File: config.mk
export PLATFORM = sky130hd
export DESIGN_NAME = dm_arbiter
export DESIGN_NICKNAME = d
export VERILOG_FILES = /design/src/rtl/dm_arbiter.sv
export SDC_FILE = /design/constraint.sdc
export NUM_CORES = 1
export LEC_CHECK = 0
export CELL_PAD_IN_SITES_DETAIL_PLACEMENT = 0
export CELL_PAD_IN_SITES_GLOBAL_PLACEMENT = 2
export CORE_AREA = 2 2 118 120
export DETAILED_ROUTE_END_ITERATION = 8
export DIE_AREA = 0 0 120 122
export DONT_BUFFER_PORTS = 1
export GPL_ROUTABILITY_DRIVEN = 0
export PLACE_DENSITY = 0.59
export SLEW_MARGIN = 20
export SYNTH_ARGS = -nofsm -noshare
export SYNTH_HDL_FRONTEND = slang
export SYNTH_SLANG_ARGS = --single-unit
File: constraint.sdc
create_clock -name clk -period 1.9 [get_ports clk]
set_clock_uncertainty 0.2 [all_clocks]
set_input_delay 0.285 -clock clk [delete_from_list [all_inputs] [get_ports clk]]
set_output_delay 0.285 -clock clk [all_outputs]
set_load 0.01 [all_outputs]
File: src/rtl/dm_arbiter.sv
// Data-memory port arbiter: the CPU MEM stage normally owns the port, and an external
// master gets a slot on an idle CPU cycle or after STARVE_MAX consecutive CPU grants.
module dm_arbiter #(
    parameter int STARVE_MAX = 4
) (
    input  logic        clk,
    input  logic        rstn,
    input  logic        cpu_req,
    input  logic        cpu_we,
    input  logic [31:0] cpu_addr,
    input  logic [31:0] cpu_wdata,
    input  logic [2:0]  cpu_type,
    output logic [31:0] cpu_rdata,
    output logic        cpu_stall,
    input  logic        ext_req,
    input  logic        ext_we,
    input  logic [31:0] ext_addr,
    input  logic [31:0] ext_wdata,
    input  logic [2:0]  ext_type,
    output logic        ext_ack,
    output logic [31:0] ext_rdata,
    output logic        dm_we,
    output logic [31:0] dm_addr,
    output logic [31:0] dm_din,
    output logic [2:0]  dm_type,
    input  logic [31:0] dm_dout
);

    localparam logic [3:0] STARVE_MAX_C = 4'(STARVE_MAX);

    typedef enum logic [0:0] {
        ST_CPU     = 1'b0,
        ST_EXT_ACK = 1'b1
    } state_t;

    state_t      state_r;
    state_t      state_nxt_s;
    logic [3:0]  starve_r;
    logic [3:0]  starve_nxt_s;
    logic        ext_ack_r;
    logic [31:0] ext_rdata_r;
    logic        ext_gnt_s;
    logic        cpu_gnt_s;
    logic        starve_full_s;

    assign starve_full_s = (starve_r == STARVE_MAX_C);

    // Grant decision; reset low suppresses every grant so no write or stall leaks out.
    always_comb begin
        ext_gnt_s = 1'b0;
        cpu_gnt_s = 1'b0;
        if (rstn) begin
            ext_gnt_s = (state_r == ST_CPU) & ext_req & (~cpu_req | starve_full_s);
            cpu_gnt_s = cpu_req & ~ext_gnt_s;
        end else begin
            ext_gnt_s = 1'b0;
            cpu_gnt_s = 1'b0;
        end
    end

    // Memory port mux; CPU fields are the idle default.
    always_comb begin
        dm_addr = cpu_addr;
        dm_din  = cpu_wdata;
        dm_type = cpu_type;
        if (ext_gnt_s) begin
            dm_addr = ext_addr;
            dm_din  = ext_wdata;
            dm_type = ext_type;
        end else begin
            dm_addr = cpu_addr;
            dm_din  = cpu_wdata;
            dm_type = cpu_type;
        end
    end

    assign dm_we     = (ext_gnt_s & ext_we) | (cpu_gnt_s & cpu_we);
    assign cpu_stall = cpu_req & ext_gnt_s;
    assign cpu_rdata = dm_dout;
    assign ext_ack   = ext_ack_r;
    assign ext_rdata = ext_rdata_r;

    // Next-state logic; the ack cycle never grants the external port again.
    always_comb begin
        state_nxt_s = state_r;
        case (state_r)
            ST_CPU: begin
                if (ext_gnt_s) begin
                    state_nxt_s = ST_EXT_ACK;
                end else begin
                    state_nxt_s = ST_CPU;
                end
            end
            ST_EXT_ACK: state_nxt_s = ST_CPU;
            default:    state_nxt_s = ST_CPU;
        endcase
    end

    // Starvation counter next value: restarts whenever the master is served or withdraws.
    always_comb begin
        starve_nxt_s = starve_r;
        if (ext_gnt_s || !ext_req) begin
            starve_nxt_s = 4'd0;
        end else if (cpu_gnt_s && (starve_r < STARVE_MAX_C)) begin
            starve_nxt_s = starve_r + 4'd1;
        end else begin
            starve_nxt_s = starve_r;
        end
    end

    // State, counter and external response registers.
    always_ff @(posedge clk or negedge rstn) begin
        if (!rstn) begin
            state_r     <= ST_CPU;
            starve_r    <= 4'd0;
            ext_ack_r   <= 1'b0;
            ext_rdata_r <= 32'd0;
        end else begin
            state_r   <= state_nxt_s;
            starve_r  <= starve_nxt_s;
            ext_ack_r <= ext_gnt_s;
            if (ext_gnt_s) begin
                ext_rdata_r <= dm_dout;
            end else begin
                ext_rdata_r <= ext_rdata_r;
            end
        end
    end

    dm_arbiter_checker u_checker (
        .clk       (clk),
        .rstn      (rstn),
        .cpu_req   (cpu_req),
        .ext_req   (ext_req),
        .cpu_stall (cpu_stall),
        .ext_ack   (ext_ack_r),
        .dm_we     (dm_we)
    );

endmodule

// Protocol properties of the arbiter outputs, kept apart from the datapath.
module dm_arbiter_checker (
    input logic clk,
    input logic rstn,
    input logic cpu_req,
    input logic ext_req,
    input logic cpu_stall,
    input logic ext_ack,
    input logic dm_we
);

    a_stall_single: assert property (@(posedge clk) disable iff (!rstn) cpu_stall |=> !cpu_stall);
    a_ack_single:   assert property (@(posedge clk) disable iff (!rstn) ext_ack |=> !ext_ack);
    a_we_granted:   assert property (@(posedge clk) disable iff (!rstn) dm_we |-> (cpu_req | ext_req));

endmodule

==> summary.txt <==
dpl ws -> -0.349 ns
clock transition at the registers of the reported paths -> 0.06 ns
vias per cell -> 4.25
unrepaired setup endpoints after global routing -> true
PD cells -> 710 nW/um^2
count leader, synth -> mux2_4
xor/xnor share of the synthesized area -> 0.282%
Final setup viols -> 100
Setup Crit Path Kind -> reg -> out
syn_area_per_cell -> 15.1 sq um
failing checks -> negative setup slack
Top FF cell, synth -> dfrtp_1
internal reg-to-reg setup slack -> -0.30 ns
Post-synth top cells -> mux2_4 (99), dfrtp_1 (38), buf_4 (32)
final non-filler cell total -> 423
worst hold path type -> in -> reg
total gr overflow -> 0
Overall Global Routing Usage -> 12.1%
FFs w/ async S/R, synth -> 100%
Post-Route WL -> 10000 um
Area contributors post-synth -> mux2_4 (48%), dfrtp_1 (31%), buf_4 (7.7%)
Yosys Warn Count -> 0
die extent in x -> 120 um
Syn Nets -> 380
status -> finished with violations
Gate Count Post-Synth -> 206
Placement Cell Area -> 3000 sq um
vias in the first global route -> 1821
Pint -> 2.06 mW
initial antenna violation count -> 2
number of diodes -> 0
largest net degree at the start of global routing -> 39
Yosys top cell by area -> mux2_4
CP max FO -> 6
leakage dissipation -> 1.76 nW
Peak VDD IR -> 0.554 mV
core region area -> 13500 sq um
Die Area -> 14600 sq um
Adder-Cell Fraction of Synth Area -> 0.807%
Worst setup SP type -> flip-flop
Post-Synth Simple-Gate Area -> 2.86%
main combinational cell family by area after synthesis -> multiplexers
synthesized area -> 3100 sq um
fin area -> 3950 sq um
CP peak stage delay -> 0.39 ns
global-route wire length before repair -> 12500 um
I/O pin count -> 306
CP Data Required Time -> 1.41 ns
final core occ -> 29.2%
Die Y -> 122 um
max-capacitance violation count -> 0
Synth top area share -> 47.9%
share of cells above drive strength 1 -> 62.6%
worst slew pin tran -> 0.293 ns
Fillers -> 1317
total power -> 2.80 mW
number of DRC markers in iteration 0 -> 87
fin crit share -> 124%
clock buffer count from CTS -> 5
HPWL after detailed placement -> 7460 um
max-slew violations -> 0
clk_lat worst skew -> 0.28 ns
switching pwr -> 746 uW
fin crit period -> 2.36 ns
sequential power share -> 40.5%
fmax -> 0.424 GHz
vias -> 1799
CTS max path bufs -> 2
wire per inst -> 23.6 um
CTS sink count -> 38
H-tree level count -> 2
Site Rows -> 43
clk root buf -> clkbuf_16
clock power share -> 33.5%
synth unique cells -> 22
fin worst setup slack -> -0.456 ns
crit end category -> output pin
EDFF count, synth -> 0
DRC viols -> 0
Initial Utilization -> 23.0%
Seq/Total Area, Yosys -> 30.7%
WP data arrival -> 1.87 ns
Synth Area in Compound Gates -> 1.94%
area grow syn2layout -> 27.3%
number of synthesized register bits -> 38
drt pass-1 iters -> 4
DRT antenna net count -> 0
mux cell area share after synthesis -> 48.2%
IO buf count -> 0
CP cell instances -> inv_2 > ha_4 > nand3b_4 > a21oi_4 > buf_4 > buf_6 > buf_12 > mux2_4
CTS tree -> done
Logic pwr share -> 26.0%
Slew headroom -> 80.5%
Sw Share -> 26.6%
NumNets Final -> 416
cell count after placement -> 357
Fin. Hold Viols -> 0
cell with the largest stage delay on the worst path -> dfrtp_1
[metrics by stage]
stage / hold slack, ns / setup TNS [ns]
floorplan: -0.211 / -6.91
global placement: -0.210 / -20.68
detailed placement: -0.210 / -24.25
CTS: 0.0484 / -38.13
global route: 0.0541 / -42.17
finish: 0.0589 / -33.86
[flip-flops by register name, indices dropped and copies added, names as in the netlist]
name       count
ext_rdata     32
starve_r       4
ext_ack        1
state_r        1
[worst paths after layout]
check / from / end / cells past startpoint
worst min register to register: ext_rdata[3] / ext_rdata[3] / 1
min in group asynchronous: rstn / ext_rdata[29] / 2
worst max register to register: starve_r[1] / ext_rdata[23] / 11
max in group asynchronous: rstn / ext_rdata[19] / 2
worst min-delay path: rstn / starve_r[3] / 2
worst max-delay path: starve_r[1] / dm_din[19] / 8
[critical path, delay by kind of cell, from the launching register on]
kind	cells	cell delay (ns)
compound gates	1	0.18
flops	1	0.39
mux	1	0.33
simple gates	1	0.09
buf+inv	4	0.45
fa+ha+maj	1	0.14
[area by class of cell]
type	count	area [sq um]	share of cell area [%]
Clock buffer	5	125	3.17
Clock inverter	3	45.0	1.14
Inverter	3	11.3	0.285
Multi-Input combinational cell	122	1700	43.1
Sequential cell	38	951	24.1
Tap cell	180	225	5.70
Timing Repair Buffer	72	888	22.5
[power groups by stage]
stage          combinational [mW]  clock, mW  sequential [mW]
2_1_floorplan               0.610          0             1.11
3_3_place_gp                0.560          0             1.15
3_5_place_dp                0.571          0             1.14
4_1_cts                     0.711      0.978             1.14
5_1_grt                     0.768       1.03             1.15
6_report                    0.729      0.938             1.14
[per-layer routing]
| metal | share of wire, % | vias up | global-route usage [%] |
|---|---|---|---|
| li1 | - | 768 | - |
| met1 | 34 | 858 | 12.3 |
| met2 | 53 | 155 | 21.8 |
| met3 | 12 | 14 | 6.18 |
| met4 | 1.2 | 4 | 3.24 |
| met5 | 0.23 | - | 0 |
[what timing repair did]
item | CTS | global route
setup buffers | 11 | 3
hold buffers | 36 | 0
setup endpoints to repair | 100 | 102
endpoints found under the hold margin | 72 | 0
pin swaps | 4 | 2
gates resized for setup | 20 | 5
gates cloned | 5 | 3
[kinds of logic after synthesis]
| kind of cell | count (synthesis) |
|---|---|
| DFF | 38 |
| xor gates and xnor gates | 1 |
| AOI/OAI and AO/OA | 7 |
| buffers and inverters | 46 |
| adders and majority gates | 2 |
| and+or+nand+nor | 12 |
| muxes | 100 |
[cells in the final DEF (no fill, tap or decap), drive strengths merged, types with 2 or more instances in the layout]
master       netlist  final
mux2              99     99
dfrtp             38     38
dlygate4sd3        0     35
buf               43     33
clkbuf             0      8
nor2               3      3
inv                3      3
a21oi              3      3
and2               2      2
nand2b             2      2
clkinvlp           0      2
nand3b             2      2
ha                 2      2
Power figures use the tool's default switching activity.
